**config.mk**
```make
export PLATFORM = sky130hd
export DESIGN_NAME = board_writer_flat
export DESIGN_NICKNAME = d
export VERILOG_FILES = /design/src/rtl/board_writer_if.sv /design/src/rtl/board_writer.sv /design/src/flat_wrapper.sv
export SDC_FILE = /design/constraint.sdc
export NUM_CORES = 1
export LEC_CHECK = 0
export ABC_AREA = 0
export CORE_ASPECT_RATIO = 1.2
export CORE_UTILIZATION = 54
export DETAILED_ROUTE_END_ITERATION = 12
export GPL_TIMING_DRIVEN = 0
export PLACE_DENSITY = 0.83
export SYNTH_ARGS = -nofsm -noshare
export SYNTH_HDL_FRONTEND = slang
export SYNTH_SLANG_ARGS = --single-unit
```
**constraint.sdc**
```tcl
create_clock -name clk -period 4.8 [get_ports clk]
set_input_delay 0.96 -clock clk [delete_from_list [all_inputs] [get_ports clk]]
set_output_delay 0.96 -clock clk [all_outputs]
set_load 0.03 [all_outputs]
```
**src/rtl/board_writer_if.sv**
```systemverilog
// Board writer command/VRAM-write bundle.
// master: command source and VRAM sink side; slave: the board_writer block.
interface board_writer_if #(
    parameter int CELL_BITS = 6
);
    logic                 cmd_valid;
    logic                 cmd_ready;
    logic                 cmd_clear;
    logic [3:0]           cmd_x;
    logic [3:0]           cmd_y;
    logic [24:0]          cmd_shape;
    logic [CELL_BITS-1:0] cmd_color;
    logic [7:0]           wraddress;
    logic [CELL_BITS-1:0] data;
    logic                 wren;
    logic                 done;
    logic                 clipped;

    modport master (
        output cmd_valid, cmd_clear, cmd_x, cmd_y, cmd_shape, cmd_color,
        input  cmd_ready, wraddress, data, wren, done, clipped
    );

    modport slave (
        input  cmd_valid, cmd_clear, cmd_x, cmd_y, cmd_shape, cmd_color,
        output cmd_ready, wraddress, data, wren, done, clipped
    );
endinterface

```
**src/rtl/board_writer.sv**
```systemverilog
// board_writer: stamps a 5x5 piece bitmap onto a BOARD_W x BOARD_W board VRAM,
// one shape position per cycle, clipping bits that fall off the board.
// Optional macro BOARD_WRITER_CLEAR_EN adds a whole-board clear command.
module board_writer #(
    parameter int BOARD_W   = 14,
    parameter int CELL_BITS = 6
) (
    input  logic          clk,
    input  logic          rst_n,
    board_writer_if.slave bus
);
    localparam logic [4:0] BW5 = 5'(BOARD_W);

`ifdef BOARD_WRITER_CLEAR_EN
    localparam logic [8:0] CELLS = 9'(BOARD_W * BOARD_W);
    typedef enum logic [1:0] {IDLE, PLACE, CLEAR, FINISH} state_t;
`else
    typedef enum logic [1:0] {IDLE, PLACE, FINISH} state_t;
`endif

    state_t               state_q;
    logic [3:0]           x_q, y_q;
    logic [24:0]          shape_q;
    logic [CELL_BITS-1:0] color_q;
    logic [4:0]           idx_q;       // shape bit index of the position evaluated next
    logic [2:0]           r_q, c_q;    // row/column of that position
    logic                 clip_acc_q;
    logic                 wren_q, done_q, clipped_q;
    logic [7:0]           addr_q;
    logic [CELL_BITS-1:0] data_q;
`ifdef BOARD_WRITER_CLEAR_EN
    logic [8:0]           clr_q;       // 9 bits so the end-of-board count cannot wrap
`else
    logic                 unused_clear;
    assign unused_clear = bus.cmd_clear;
`endif

    logic                 idle;
    logic [3:0]           ev_x, ev_y;
    logic [24:0]          ev_shape;
    logic [2:0]           ev_r, ev_c;
    logic [4:0]           ev_idx;
    logic [4:0]           col_sum, row_sum;
    logic                 ev_set, ev_on, ev_hit, ev_off;
    logic [7:0]           ev_addr;

    assign idle = (state_q == IDLE);

    // Evaluate one shape position; in IDLE it looks at the live command so the
    // first position is written on the acceptance edge itself.
    always_comb begin
        ev_x     = idle ? bus.cmd_x     : x_q;
        ev_y     = idle ? bus.cmd_y     : y_q;
        ev_shape = idle ? bus.cmd_shape : shape_q;
        ev_r     = idle ? 3'd0 : r_q;
        ev_c     = idle ? 3'd0 : c_q;
        ev_idx   = idle ? 5'd0 : idx_q;
        col_sum  = {1'b0, ev_x} + {2'b00, ev_c};
        row_sum  = {1'b0, ev_y} + {2'b00, ev_r};
        ev_on    = (col_sum < BW5) && (row_sum < BW5);
        ev_set   = ev_shape[ev_idx];
        ev_hit   = ev_set && ev_on;
        ev_off   = ev_set && !ev_on;
        ev_addr  = 8'(row_sum) * 8'(BOARD_W) + 8'(col_sum);
    end

    // Command FSM with registered VRAM write port and done/clipped strobes.
    always_ff @(posedge clk) begin
        if (!rst_n) begin
            state_q    <= IDLE;
            x_q        <= '0;
            y_q        <= '0;
            shape_q    <= '0;
            color_q    <= '0;
            idx_q      <= '0;
            r_q        <= '0;
            c_q        <= '0;
            clip_acc_q <= 1'b0;
            wren_q     <= 1'b0;
            done_q     <= 1'b0;
            clipped_q  <= 1'b0;
            addr_q     <= '0;
            data_q     <= '0;
`ifdef BOARD_WRITER_CLEAR_EN
            clr_q      <= '0;
`endif
        end else begin
            wren_q    <= 1'b0;
            done_q    <= 1'b0;
            clipped_q <= 1'b0;
            case (state_q)
                IDLE: begin
                    if (bus.cmd_valid) begin
                        x_q     <= bus.cmd_x;
                        y_q     <= bus.cmd_y;
                        shape_q <= bus.cmd_shape;
                        color_q <= bus.cmd_color;
`ifdef BOARD_WRITER_CLEAR_EN
                        if (bus.cmd_clear) begin
                            state_q <= CLEAR;
                            wren_q  <= 1'b1;
                            addr_q  <= '0;
                            data_q  <= '0;
                            clr_q   <= 9'd1;
                        end else begin
`else
                        begin
`endif
                            state_q    <= PLACE;
                            idx_q      <= 5'd1;
                            r_q        <= 3'd0;
                            c_q        <= 3'd1;
                            clip_acc_q <= ev_off;
                            if (ev_hit) begin
                                wren_q <= 1'b1;
                                addr_q <= ev_addr;
                                data_q <= bus.cmd_color;
                            end
                        end
                    end
                end
                PLACE: begin
                    if (idx_q == 5'd25) begin
                        state_q   <= FINISH;
                        done_q    <= 1'b1;
                        clipped_q <= clip_acc_q;
                    end else begin
                        clip_acc_q <= clip_acc_q | ev_off;
                        if (ev_hit) begin
                            wren_q <= 1'b1;
                            addr_q <= ev_addr;
                            data_q <= color_q;
                        end
                        idx_q <= idx_q + 5'd1;
                        if (c_q == 3'd4) begin
                            c_q <= 3'd0;
                            r_q <= r_q + 3'd1;
                        end else begin
                            c_q <= c_q + 3'd1;
                        end
                    end
                end
`ifdef BOARD_WRITER_CLEAR_EN
                CLEAR: begin
                    if (clr_q == CELLS) begin
                        state_q <= FINISH;
                        done_q  <= 1'b1;
                    end else begin
                        wren_q <= 1'b1;
                        addr_q <= clr_q[7:0];
                        data_q <= '0;
                        clr_q  <= clr_q + 9'd1;
                    end
                end
`endif
                FINISH:  state_q <= IDLE;
                default: state_q <= IDLE;
            endcase
        end
    end

    assign bus.cmd_ready = idle;
    assign bus.wren      = wren_q;
    assign bus.wraddress = addr_q;
    assign bus.data      = data_q;
    assign bus.done      = done_q;
    assign bus.clipped   = clipped_q;
endmodule

```
**src/flat_wrapper.sv**
```systemverilog
// flat-port wrapper written by rule: the top's interface ports become plain ports
module board_writer_flat 
#(
    parameter int BOARD_W   = 14,
    parameter int CELL_BITS = 6
)
  (clk, rst_n, bus_cmd_valid, bus_cmd_clear, bus_cmd_x, bus_cmd_y, bus_cmd_shape, bus_cmd_color, bus_cmd_ready, bus_wraddress, bus_data, bus_wren, bus_done, bus_clipped);
  board_writer_if #(.CELL_BITS(CELL_BITS)) bus_i ();
  input  logic clk;
  input  logic rst_n;
  input wire logic [$bits(bus_i.cmd_valid)-1:0] bus_cmd_valid;
  input wire logic [$bits(bus_i.cmd_clear)-1:0] bus_cmd_clear;
  input wire logic [$bits(bus_i.cmd_x)-1:0] bus_cmd_x;
  input wire logic [$bits(bus_i.cmd_y)-1:0] bus_cmd_y;
  input wire logic [$bits(bus_i.cmd_shape)-1:0] bus_cmd_shape;
  input wire logic [$bits(bus_i.cmd_color)-1:0] bus_cmd_color;
  output wire logic [$bits(bus_i.cmd_ready)-1:0] bus_cmd_ready;
  output wire logic [$bits(bus_i.wraddress)-1:0] bus_wraddress;
  output wire logic [$bits(bus_i.data)-1:0] bus_data;
  output wire logic [$bits(bus_i.wren)-1:0] bus_wren;
  output wire logic [$bits(bus_i.done)-1:0] bus_done;
  output wire logic [$bits(bus_i.clipped)-1:0] bus_clipped;
  assign bus_i.cmd_valid = bus_cmd_valid;
  assign bus_i.cmd_clear = bus_cmd_clear;
  assign bus_i.cmd_x = bus_cmd_x;
  assign bus_i.cmd_y = bus_cmd_y;
  assign bus_i.cmd_shape = bus_cmd_shape;
  assign bus_i.cmd_color = bus_cmd_color;
  assign bus_cmd_ready = bus_i.cmd_ready;
  assign bus_wraddress = bus_i.wraddress;
  assign bus_data = bus_i.data;
  assign bus_wren = bus_i.wren;
  assign bus_done = bus_i.done;
  assign bus_clipped = bus_i.clipped;
  board_writer #(.BOARD_W(BOARD_W), .CELL_BITS(CELL_BITS)) u_core (.clk(clk), .rst_n(rst_n), .bus(bus_i));
endmodule
```
==> impl_results.md, run 1 <==
* 1st-iter DRT viols at 186
* Antenna violations before repair at 0
* Initial Utilization at 56.60%
* GP Congestion at 0.8222
* Ys flop type: dfxtp_1
* Max Clock Freq at 0.2172 GHz
* Number of flops mapped to enable cells by yosys at 0
* CP endpoint: u_core.bus.wraddress[7]
* Setup WS pre-CTS at -0.3710 ns
* Critical path cell sequence: clkdlybuf4s50_1, mux2_2, ha_1, fa_1, xor2_2, inv_1, fa_1, inv_1, ha_1, fa_1, ha_1, a21oi_1, o31a_1, o21ai_1, mux2i_1
* GRT overflow at 0
* Synthesized area at 3926 µm²
* ANT nets after route at 0
* Nets at 622
* Critical register-to-register path startpoint: u_core.state_q[0]
* Core region area at 6937 µm²
* Overall Global Routing Usage at 26.83%
* Worst-case reg-to-reg path depth at 15
* Sequential share of the synthesized area at 35.69%
* CTS buffer count at 9
* DP HPWL at 6783 µm
* H-tree depth at 3
* Final instance area at 4872 µm²
* Final Cycle Share at 95.93%
* Die H at 95.41 µm
* Top sig layer: met4
* Via count at 3481
* TritonCTS clock tree: done
* Placed cells at 625
* Yosys warns at 0
* Cts hold-fix bufs at 0
* Final Hold Vio Count at 0
* Clk slew on worst S/H paths at 0.08 ns
* HP Class: flip-flop to flip-flop
* CP max FO at 3
* Via density at 5.431
* Synth Area in Adders at 10.71%
* Reg2Reg Setup Slack at 0.30 ns
* Delay-heaviest family, CP: adder cells
* PortBufs at 59
* WL met3 at 351 µm
* Final Skew at 0.007734 ns
* Largest net degree at the start of global routing at 13
* Worst Tran Pin Value at 0.5693 ns
* Syn nets at 552
* Sequential cell area at 1401 µm²
* Commonest non-fill, non-tap cell in the layout: nand2_1
* Smallest setup slack after layout at 0.1952 ns
* Share of cells above drive strength 1 at 7.040%
* Synth Area in XOR/XNOR at 3.569%
* Max Cap Viol at 0
* Final Util at 70.24%
* Levels on crit path at 15
* Die Width at 79.84 µm
* Post-Route WL at 9180 µm
* Wire per inst at 14.32 µm
* Pwr/cell area at 332.2 nW/µm²
* Clock Tree Buf Depth at 2
* Clock latency on the worst-skew pair at 0.35 ns
* Seq cells post-synth at 70
* LEAKAGE at 2.075 nW
* Main combinational cell family by area after synthesis: simple AND/OR/NAND/NOR gates
* Finished Layout Cells at 641
* Area delta synth->final at 24.09%
* Post-synthesis mux area share at 9.720%
* Row cnt at 33
* Critical Path Start: bus_cmd_y[0]
* Ant diodes at 0
* Metal-1 WL at 3766 µm
* Cells after Synth at 479
* Layout fillers at 552
* Slew headroom at 62.05%
* Worst Path Arrival at 4.84 ns
* Tmin final at 4.605 ns
* Peak supply drop at 0.0002085 V
* Final setup viols at 0
* Vias in the first global route at 3526
* Yosys cell types at 54
* Met2 WL at 4810 µm
* Final max-slew violation count at 0
* WS Path Type: input port to flip-flop
* Setup bufs post-CTS at 0
* I/O Pins at 61
* Sink Count at 70
* Simple-gate share of the synthesized area at 20.65%
* Area post-placement at 4626 µm²
* Residual DRC at 0
* Req. time, crit path at 5.04 ns
* Syn Area/Cell at 8.197 µm²
* Critical Path End Type: flip-flop
* Crit path buf inv count at 3
* Clock root buffer: clkbuf_8
* Die area at 7617 µm²
* Worst flop-to-flop path endpoint: u_core.bus.wraddress[7]
* 1st-pass router iterations at 5
* Setup crit start kind: input port
* Asr flop ratio synth at 0%
* Status: complete, no violations
* RSZ-0062 raised after global routing: no
* Largest stage delay on the critical path at 0.49 ns
* Slowest CP cell: fa_1
* Multi-input combinational cell area at 2336 µm²
* Synth Area in Compound Gates at 14.53%
* First-pass GRT wire length at 15730 µm
* Leading cell types in the layout, fill and taps excluded: 134 x nand2_1, 70 x dfxtp_1, 59 x clkdlybuf4s50_1
kinds of logic after synthesis:
kind of cell,after synthesis
and+or+nand+nor,192
AOI/OAI and AO/OA,93
DFF,70
buffers and inverters,44
muxes,34
adders and majority gates,30
xor gates and xnor gates,16
layout make-up:
cell class,instances,share of cell area [%]
Buffer,27,2.851
Clock buffer,11,3.107
Clock inverter,5,1.669
Inverter,17,1.310
Multi-Input combinational cell,365,47.95
Sequential cell,70,28.76
Tap cell,87,2.234
Timing Repair Buffer,59,12.12
synthesized netlist by cell type (all sizes together), types with 2 or more instances:
cell	instances	area [µm²]
mux2i	23	242.7
inv	16	60.06
a22oi	2	15.01
a21oi	57	285.3
and2	4	25.02
o31a	3	26.28
and3	2	12.51
mux2	10	116.4
clkbuf	19	72.56
ha	24	300.3
nand3	4	20.02
nand2	134	503.0
nor3	5	25.02
a21o	8	60.06
nand4b	3	26.28
a311oi	3	26.28
xnor2	7	61.31
dfxtp	70	1401
o21ai	9	45.04
nand4	2	12.51
buf	8	65.05
xor2	9	78.83
nor2	24	92.59
a211oi	2	20.02
fa	6	120.1
nor2b	7	43.79
worst min-delay path by stage:
stage,start,to,slack (ns),depth (start not counted)
finish,u_core.clip_acc_q,u_core.clip_acc_q,0.45,2
global route,u_core.shape_q[13],u_core.shape_q[13],0.47,2
CTS,u_core.y_q[0],u_core.y_q[0],0.46,2
detailed placement,u_core.y_q[0],u_core.y_q[0],0.45,2
global placement,u_core.clip_acc_q,u_core.clip_acc_q,0.44,2
floorplan,u_core.clip_acc_q,u_core.clip_acc_q,0.43,2
routing by layer:
metal / GRT usage, % / vias up
met3: 4.593 / 22
met4: 12.05 / 0
li1: - / 1750
met2: 49.79 / 108
met5: 0 / -
met1: 29.58 / 1601
where the power goes:
| part | leakage [nW] | switching [W] | internal, W | total [W] |
|---|---|---|---|---|
| Combinational | 1.39 | 0.000237 | 0.000191 | 0.000428 |
| Sequential | 0.572 | 0.0000209 | 0.000618 | 0.000639 |
| Clock | 0.116 | 0.000231 | 0.000321 | 0.000552 |
| Total | 2.08 | 0.000489 | 0.00113 | 0.00162 |
flip-flops by register name, indices dropped and copies added, names as in the netlist:
name                  count
u_core.bus.clipped        1
u_core.c_q                3
u_core.x_q                4
u_core.bus.wren           1
u_core.state_q            2
u_core.r_q                3
u_core.idx_q              5
u_core.clip_acc_q         1
u_core.bus.wraddress      8
u_core.y_q                4
u_core.shape_q           25
u_core.bus.data           6
u_core.color_q            6
u_core.bus.done           1
repair_timing:
item,4_1_cts,5_1_grt
setup endpoints to repair,1,2
pin swaps,0,1
gates resized for setup,1,3
metrics by stage:
| stage | setup TNS, ns | hold WS [ns] | power [W] |
|---|---|---|---|
| 6_report | 0 | 0.4521 | 0.001619 |
| 5_1_grt | 0 | 0.4671 | 0.001698 |
| 4_1_cts | 0 | 0.4572 | 0.001621 |
| 3_5_place_dp | -0.7253 | 0.4463 | 0.001074 |
| 3_3_place_gp | -0.4630 | 0.4366 | 0.001058 |
| 2_1_floorplan | 0 | 0.4273 | 0.0009396 |
worst min-delay path, stage by stage, from the launching register on:
cell and delay (ns):
dfxtp_1 0.31, nand2_1 0.05, a21oi_1 0.05
Power figures use the tool's default switching activity.
==> run 2: changes to the inputs <==
Settings changed: CORE_ASPECT_RATIO 1.2 to not set, CORE_MARGIN set to 2, REMOVE_ABC_BUFFERS set to 1.
==> run 2 against run 1 <==
  * Sequential share of layout area increased by 0.84 points
  * Clock skew increased by 0.0046 ns
  * Sequential power increased by 0.9%
  * Highest routed layer unchanged
  * Via count decreased by 5.1%
  * Total power decreased by 8.2%
==> impl_results.md, run 2 (synthesized netlist as in run 1, its figures left out) <==
* Metal-1 WL at 3416 µm (was 3766 µm)
* I/O Pins at 61 (unchanged)
* Post-Route WL at 7961 µm (was 9180 µm)
* Critical Path End Type: flip-flop (unchanged)
* Layout fillers at 595 (was 552)
* Peak supply drop at 0.0001609 V (was 0.0002085 V)
* Largest net degree at the start of global routing at 52 (was 13)
* Core region area at 7137 µm² (was 6937 µm²)
* Area delta synth->final at 20.55% (was 24.09%)
* Sequential cell area at 1401 µm² (unchanged)
* GRT overflow at 0 (unchanged)
* Wire per inst at 12.68 µm (was 14.32 µm)
* Initial Utilization at 55.01% (was 56.60%)
* Setup TNS at 0 ns (unchanged)
* Die Width at 89.27 µm (was 79.84 µm)
* H-tree depth at 3 (unchanged)
* Max Clock Freq at 0.2175 GHz (was 0.2172 GHz)
* RSZ-0062 raised after global routing: no (unchanged)
* Final Cycle Share at 95.78% (was 95.93%)
* Via count at 3303 (was 3481)
* Worst-case reg-to-reg path depth at 15 (unchanged)
* WHS Endpoint: u_core.shape_q[20] (was u_core.clip_acc_q)
* Pwr/cell area at 313.8 nW/µm² (was 332.2 nW/µm²)
* Multi-input combinational cell area at 2361 µm² (was 2336 µm²)
* Max reg flops at 25 (unchanged)
* Met2 WL at 4026 µm (was 4810 µm)
* Worst Path Arrival at 4.81 ns (was 4.84 ns)
* TritonCTS clock tree: done (unchanged)
* Final Util at 66.32% (was 70.24%)
* Share of cells above drive strength 1 at 7.372% (was 7.040%)
* Top sig layer: met4 (unchanged)
* Overall Global Routing Usage at 21.48% (was 26.83%)
* Final Skew at 0.01230 ns (was 0.007734 ns)
* WL met3 at 424 µm (was 351 µm)
* Reg2Reg Setup Slack at 0.31 ns (was 0.30 ns)
* Hold WS at 0.4530 ns (was 0.4521 ns)
* CTS buffer count at 9 (unchanged)
* Critical register-to-register path startpoint: u_core.state_q[1] (was u_core.state_q[0])
* Die H at 89.27 µm (was 95.41 µm)
* PortBufs at 59 (unchanged)
* Cts hold-fix bufs at 0 (unchanged)
* Largest Register: u_core.shape_q (unchanged)
* GP Congestion at 0.8488 (was 0.8222)
* LEAKAGE at 1.996 nW (was 2.075 nW)
* Final max-slew violation count at 0 (unchanged)
* WS Path Type: input port to flip-flop (unchanged)
* Clock latency on the worst-skew pair at 0.35 ns (about the same)
* Final setup viols at 0 (unchanged)
* Commonest non-fill, non-tap cell in the layout: nand2_1 (unchanged)
* DP HPWL at 5514 µm (was 6783 µm)
* Final instance area at 4733 µm² (was 4872 µm²)
* First-pass GRT wire length at 13460 µm (was 15730 µm)
* 1st-iter DRT viols at 104 (was 186)
* Worst flop-to-flop path endpoint: u_core.bus.wraddress[7] (unchanged)
* Vias in the first global route at 3177 (was 3526)
* Ant diodes at 0 (unchanged)
* Clock Tree Buf Depth at 2 (unchanged)
* CP max FO at 3 (unchanged)
* Max Cap Viol at 0 (unchanged)
* Residual DRC at 0 (unchanged)
* HP Class: flip-flop to flip-flop (unchanged)
* Clock root buffer: clkbuf_8 (unchanged)
* Status: complete, no violations (unchanged)
* Worst Tran Pin Value at 1.080 ns (was 0.5693 ns)
* Hold Path Origin: u_core.shape_q[20] (was u_core.clip_acc_q)
* Via density at 5.260 (was 5.431)
* Antenna violations before repair at 0 (unchanged)
* Area post-placement at 4503 µm² (was 4626 µm²)
* Setup crit start kind: input port (unchanged)
* Tmin final at 4.597 ns (was 4.605 ns)
* Die area at 7969 µm² (was 7617 µm²)
* Leading cell types in the layout, fill and taps excluded: 133 x nand2_1, 70 x dfxtp_1, 59 x clkdlybuf4s50_1 (was 134 x nand2_1, 70 x dfxtp_1, 59 x clkdlybuf4s50_1)
* Nets at 597 (was 622)
* ANT nets after route at 0 (unchanged)
* Row cnt at 31 (was 33)
* Final Hold Vio Count at 0 (unchanged)
* Hold path cells at 2 (unchanged)
* Clk slew on worst S/H paths at 0.07 ns (was 0.08 ns)
* Req. time, crit path at 5.01 ns (was 5.04 ns)
* Overall Power at 0.001486 W (was 0.001619 W)
* Slew headroom at 27.80% (was 62.05%)
* Sink Count at 70 (unchanged)
* 1st-pass router iterations at 4 (was 5)
[run 2: per-stage QoR]
stage	instances	setup WS [ns]
after global routing	628	0.01395
after global placement	610	-0.2317
after CTS	627	0.01184
after floorplan	452	0.03928
final	628	0.2026
after detailed placement	610	-0.4080
[run 2: worst max-delay path by stage]
| stage | from | end | slack (ns) | cells past startpoint |
|---|---|---|---|---|
| floorplan | u_core.state_q[0] | u_core.bus.wraddress[7] | 0.04 | 15 |
| global placement | u_core.state_q[0] | u_core.bus.wraddress[7] | -0.23 | 15 |
| detailed placement | u_core.state_q[0] | u_core.bus.wraddress[7] | -0.41 | 15 |
| CTS | bus_cmd_y[0] | u_core.bus.wraddress[7] | 0.01 | 15 |
| global route | bus_cmd_y[0] | u_core.bus.wraddress[7] | 0.01 | 15 |
| finish | bus_cmd_y[0] | u_core.bus.wraddress[7] | 0.20 | 15 |
[run 2: final cells by class]
class / count / share of cell area, %
multi-input cells: 366 / 49.88
flip-flops and latches: 70 / 29.61
repair buffers: 60 / 12.64
clock buffers: 11 / 3.199
well taps: 99 / 2.617
inverters: 17 / 1.348
clock inverters: 5 / 0.7137
[run 2: layer usage]
layer | global-route usage [%] | vias up
met5 | 0 | -
li1 | - | 1703
met1 | 25.10 | 1514
met4 | 8.005 | 0
met3 | 5.817 | 10
met2 | 37.58 | 76
[run 2: critical path: stages]
cell and delay, ns:
clkdlybuf4s50_1 0.42, mux2_2 0.28, ha_1 0.21, fa_2 0.38, xor2_2 0.19, inv_1 0.13
fa_1 0.50, inv_1 0.05, ha_1 0.21, fa_1 0.50, ha_4 0.31, a21oi_1 0.11
o31a_1 0.29, o21ai_0 0.18, mux2i_1 0.10
[run 2: where the power goes]
group	switching, W	total [W]	internal (W)
Clock	0.000227	0.000441	0.000215
Sequential	0.0000270	0.000645	0.000618
Combinational	0.000215	0.000400	0.000185
Total	0.000468	0.00149	0.00102
[run 2: what timing repair did]
item | 4_1_cts | 5_1_grt
buffers inserted | 0 | 1
gates resized for setup | 1 | 3
cloned | 1 | 0
endpoints found under the setup margin | 4 | 3
pin swaps | 1 | 1
